### config.mk
export PLATFORM = sky130hd
export DESIGN_NAME = os_array_feeder
export DESIGN_NICKNAME = d
export VERILOG_FILES = /design/src/rtl/os_array_feeder.sv
export SDC_FILE = /design/constraint.sdc
export NUM_CORES = 2
export LEC_CHECK = 0
export ABC_CLOCK_PERIOD_IN_PS = 1700
export CORE_AREA = 2 2 419 421
export DETAILED_ROUTE_END_ITERATION = 16
export DIE_AREA = 0 0 421 423
export GPL_TIMING_DRIVEN = 0
export PLACE_DENSITY = 0.62
export SLEW_MARGIN = 10
export SYNTH_ARGS = -nofsm -noshare
export SYNTH_HDL_FRONTEND = slang
export SYNTH_SLANG_ARGS = --single-unit
export TNS_END_PERCENT = 1
### constraint.sdc
create_clock -name clk -period 1.7 [get_ports clk]
set_input_delay 0.34 -clock clk [delete_from_list [all_inputs] [get_ports clk]]
set_output_delay 0.34 -clock clk [all_outputs]
set_load 0.03 [all_outputs]
### src/rtl/os_array_feeder.sv
// Operand feeder for an output-stationary systolic array: clears the result
// cache, streams k_len A/B beats through per-lane skew lines, then flushes.
module os_array_feeder #(
  parameter int A_H     = 16,
  parameter int B_W     = 16,
  parameter int WIDTH   = 8,
  parameter int KW      = 16,
  parameter int ARR_LAT = 2
) (
  input  logic                 clk,
  input  logic                 rst,
  input  logic                 start,
  input  logic [KW-1:0]        k_len,
  input  logic                 in_valid,
  output logic                 in_ready,
  input  logic [A_H*WIDTH-1:0] in_a,
  input  logic [B_W*WIDTH-1:0] in_b,
  output logic [A_H*WIDTH-1:0] a_out,
  output logic [B_W*WIDTH-1:0] b_out,
  output logic                 clc,
  output logic                 busy,
  output logic                 done
);

  // Zeros must travel the deepest skew lane plus the array pipeline.
  localparam int FLUSH_LEN = A_H + B_W - 2 + ARR_LAT;
  localparam int FW        = (FLUSH_LEN < 2) ? 1 : $clog2(FLUSH_LEN + 1);
  localparam logic [FW-1:0] FLUSH_LAST = FW'(FLUSH_LEN - 1);

  typedef enum logic [2:0] {
    S_IDLE,
    S_CLEAR,
    S_FEED,
    S_FLUSH,
    S_DONE
  } state_t;

  state_t               state_reg;
  state_t               state_next;
  logic [KW-1:0]        k_len_reg;
  logic [KW-1:0]        beat_cnt_reg;
  logic [KW-1:0]        beat_inc;
  logic [FW-1:0]        flush_cnt_reg;
  logic                 accept;
  logic [A_H*WIDTH-1:0] feed_a;
  logic [B_W*WIDTH-1:0] feed_b;

  assign in_ready = (state_reg == S_FEED);
  assign clc      = (state_reg == S_CLEAR);
  assign done     = (state_reg == S_DONE);
  assign busy     = (state_reg != S_IDLE);
  assign accept   = in_valid && in_ready;
  assign beat_inc = beat_cnt_reg + KW'(1);

  // A non-accepting cycle pushes a zero bubble so lane alignment is kept.
  assign feed_a = accept ? in_a : '0;
  assign feed_b = accept ? in_b : '0;

  always_comb begin
    state_next = state_reg;
    unique case (state_reg)
      S_IDLE:  if (start && (k_len != '0)) state_next = S_CLEAR;
      S_CLEAR: state_next = S_FEED;
      S_FEED:  if (accept && (beat_inc == k_len_reg)) state_next = S_FLUSH;
      S_FLUSH: if (flush_cnt_reg == FLUSH_LAST) state_next = S_DONE;
      S_DONE:  state_next = S_IDLE;
      default: state_next = S_IDLE;
    endcase
  end

  always_ff @(posedge clk) begin
    if (rst) begin
      state_reg     <= S_IDLE;
      k_len_reg     <= '0;
      beat_cnt_reg  <= '0;
      flush_cnt_reg <= '0;
    end else begin
      state_reg <= state_next;
      if ((state_reg == S_IDLE) && start && (k_len != '0)) k_len_reg <= k_len;
      if (state_reg == S_CLEAR) beat_cnt_reg <= '0;
      else if (accept)          beat_cnt_reg <= beat_inc;
      if (state_reg == S_FLUSH) flush_cnt_reg <= flush_cnt_reg + FW'(1);
      else                      flush_cnt_reg <= '0;
    end
  end

  // Lane n sees n line stages plus its output register: n+1 cycles total.
  genvar gi;
  generate
    for (gi = 0; gi < A_H; gi++) begin : g_a
      logic [WIDTH-1:0] out_reg;
      assign a_out[gi*WIDTH +: WIDTH] = out_reg;
      if (gi == 0) begin : g_direct
        always_ff @(posedge clk) begin
          if (rst) out_reg <= '0;
          else     out_reg <= feed_a[gi*WIDTH +: WIDTH];
        end
      end else begin : g_line
        logic [WIDTH-1:0] line_reg [gi];
        always_ff @(posedge clk) begin
          if (rst) begin
            for (int k = 0; k < gi; k++) line_reg[k] <= '0;
            out_reg <= '0;
          end else begin
            line_reg[0] <= feed_a[gi*WIDTH +: WIDTH];
            for (int k = 1; k < gi; k++) line_reg[k] <= line_reg[k-1];
            out_reg <= line_reg[gi-1];
          end
        end
      end
    end

    for (gi = 0; gi < B_W; gi++) begin : g_b
      logic [WIDTH-1:0] out_reg;
      assign b_out[gi*WIDTH +: WIDTH] = out_reg;
      if (gi == 0) begin : g_direct
        always_ff @(posedge clk) begin
          if (rst) out_reg <= '0;
          else     out_reg <= feed_b[gi*WIDTH +: WIDTH];
        end
      end else begin : g_line
        logic [WIDTH-1:0] line_reg [gi];
        always_ff @(posedge clk) begin
          if (rst) begin
            for (int k = 0; k < gi; k++) line_reg[k] <= '0;
            out_reg <= '0;
          end else begin
            line_reg[0] <= feed_b[gi*WIDTH +: WIDTH];
            for (int k = 1; k < gi; k++) line_reg[k] <= line_reg[k-1];
            out_reg <= line_reg[gi-1];
          end
        end
      end
    end
  endgenerate

endmodule

==> metrics.csv <==
stage,metric,value,unit
clock_network,numClockSinks,2217,
clock_network,cts_buffer_depth,3,
synth,syn_nets,5141,
floorplanning,io-pin-count,536,
outcome,run_status,"complete, but fails checks",
min_path,hp-class,in2reg,
placement,hpwl,93700,um
timing,fin_setup_tns,-27.32,ns
routing,wl_per_cell,15.7,um
placement,port_buffers,534,
routing,route.detailed.drc,0,
synth,synth_top_cell_by_area,dfxtp_1,
floorplanning,coreArea,0.173,mm2
routing,dr.pass1.iters,5,
grt,grt_overflow,0,
clock_network,cts_tree,done,
synth,synth-simple-area-share,23.7,%
routing,viasPerCell,3.92,
floorplanning,die_x,421,um
routing,vias,32200,
synth,ys_warn_count,0,
synth,synth.ff_latch_count,2217,
grt,grt_pass1_vias,32000,
synth,synth-edff-count,0,
grt,track_usage,14.4,%
layout,layout.nets,6002,
critical_path,critical_path_class,reg2out,
layout,post_route_cells_drive_above_1_share,15.1,%
power_and_ir_drop,ir_drop,0.00102,V
synth,syn_area_per_cell,12.4,um2
synth,synthMuxAreaShare,0.265,%
floorplanning,initial_core_util,34.9,%
clock_network,numCtsBuffers,209,
placement,gp_congestion,0.825,
synth,synth_top_area_share,73.4,%
timing,setup_violations,234,
synth,seq_area_frac_synth,73.4,%
timing,fin_crit_sh,124,%
timing,fin_crit,2.11,ns
critical_path,cp_max_fo,4,
clock_network,cts.htree.levels,4,
outcome,violations,setup timing,
synth,ys.flop_type,dfxtp_1,
critical_path,required,1.36,ns
synth,synth_most_common_cell,dfxtp_1,
grt,antenna_found_initial,25,
floorplanning,std_cell_rows,153,
layout,final_util,45.1,%
layout,fin_area,0.0781,mm2
routing,first_iter_violations,1047,
timing,drv_slew,0,
power_and_ir_drop,leakagePower,31.0,nW
clock_network,clk_pin_slew,0.06,ns
timing,rsz0062_at_grt,yes,
floorplanning,die_area,0.178,mm2
synth,synth_top_family_by_area,simple AND/OR/NAND/NOR gates,
layout,syn_to_final_growth,29.2,%
timing,worst_pin_slew,0.865,ns
synth,syn_area,0.0604,mm2
grt,grt_pass1_wl,190000,um
synth,synth_area_leaders,"dfxtp_1 (73%), nor2b_1 (20%), and2_1 (2.7%)",
synth,synth_commonest_cells,"dfxtp_1 (2217), nor2b_1 (1922), and2_1 (257), clkbuf_1 (229), nor2_1 (41)",
routing,wirelength,129000,um
placement,place_area,0.0687,mm2
synth,yosysUniqueCellTypes,51,
timing,worst_slack,-0.413,ns
job,cap_violations,0,
critical_path,start_kind,flip-flop,
synth,synthCells,4862,
synth,yosys.area_share.adder,0.0621,%
grt,grt_max_degree,17,
routing,ant_nets,0,
timing,slew_headroom,42.3,%
clock_network,cts_root_buf,clkbuf_16,
critical_path,arrival,1.77,ns
synth,synth_compound_area_share,0.304,%
timing,max_freq,473,MHz
synth,async_reset_ff_share,0,%
floorplanning,chipHeight,423,um
power_and_ir_drop,powerDensity,1320,mW/mm2
timing,hold_viol,0,
critical_path,end_kind,output pin,
timing,finClkSkew,0.0474,ns
clock_network,worstSkewPairLatency,0.84,ns
synth,synthXorXnorAreaFrac,0.507,%
==> worst max-delay path, stage by stage (launching register included) <==
cell and delay (ns):
dfxtp_4 0.35, or3_4 0.42, buf_6 0.16
==> power breakdown <==
part           total, mW  switching [mW]  internal, mW  leakage [nW]
clock network       47.9            19.7          28.2          3.58
registers           52.4           0.117          52.3          18.0
logic               3.00            1.69          1.31          9.45
total                103            21.5          81.8          31.0
==> path summary, 6_finish.rpt <==
path	from	to	slack (ns)	cells past startpoint
setup / recovery	state_reg[1]	busy	-0.41	2
hold / removal	in_a[2]	g_a[0].out_reg[2]	0.07	2
setup reg to reg	state_reg[2]	g_a[10].g_line.line_reg[0][7]	-0.34	7
hold reg to reg	g_a[3].g_line.line_reg[1][5]	g_a[3].g_line.line_reg[2][5]	0.39	1
==> through the flow <==
step	hold WS (ns)	setup slack, ns	power (mW)	std cells
2_1_floorplan	0.414	-0.0740	54.7	4862
3_3_place_gp	0.415	-2.39	56.2	7721
3_5_place_dp	0.420	-2.45	56.3	7721
4_1_cts	0.000212	-0.500	104	8212
5_1_grt	0.0175	-0.501	107	8222
6_report	0.0695	-0.413	103	8226
==> cell usage in the layout, fill, tap and decap left out, drive strengths merged, types with 19 or more instances in the layout <==
cell / count
and2: 257
buf: 268
bufinv: 22
clkbuf: 518
clkdlybuf4s50: 274
clkinv: 44
dfxtp: 2217
dlygate4sd2: 38
dlygate4sd3: 103
nand2: 19
nor2: 49
nor2b: 1922
xnor2: 21
==> cells by family (layout without fill, tap and decap cells) <==
family	count (synthesis)	in the layout
multiplexers	16	16
adder cells (fa/ha/maj)	3	3
AO/OA/AOI/OAI	28	28
buffers and inverters	260	1287
AND/OR/NAND/NOR	2303	2303
XOR/XNOR	35	35
other	0	12
flip-flops	2217	2217
==> final cells by class <==
type                       instances  area, um2
multi-input combinational       2385      15100
tap                             2325       2910
inverter                           3       11.3
timing repair buffer             652       6760
clock buffer                     294       6030
fill                           15700      95200
clock inverter                    83       1260
antenna                           12       30.0
sequential                      2217      44700
buffer                           255       1260
==> per-layer routing <==
layer	wire, um	global-route usage [%]	vias up
met1	52200	15.7	14900
met2	67000	26.4	559
met4	5830	6.82	0
met5	0	0	-
li1	-	-	16500
met3	4530	2.96	293
==> timing repair <==
action,in CTS,in global routing
pin swaps,8,10
hold endpoints to repair,103,0
gates resized for setup,992,960
hold buffers,103,0
gates cloned,2,0
setup endpoints to repair,2096,510
setup buffers,10,3
Power figures use the tool's default switching activity.
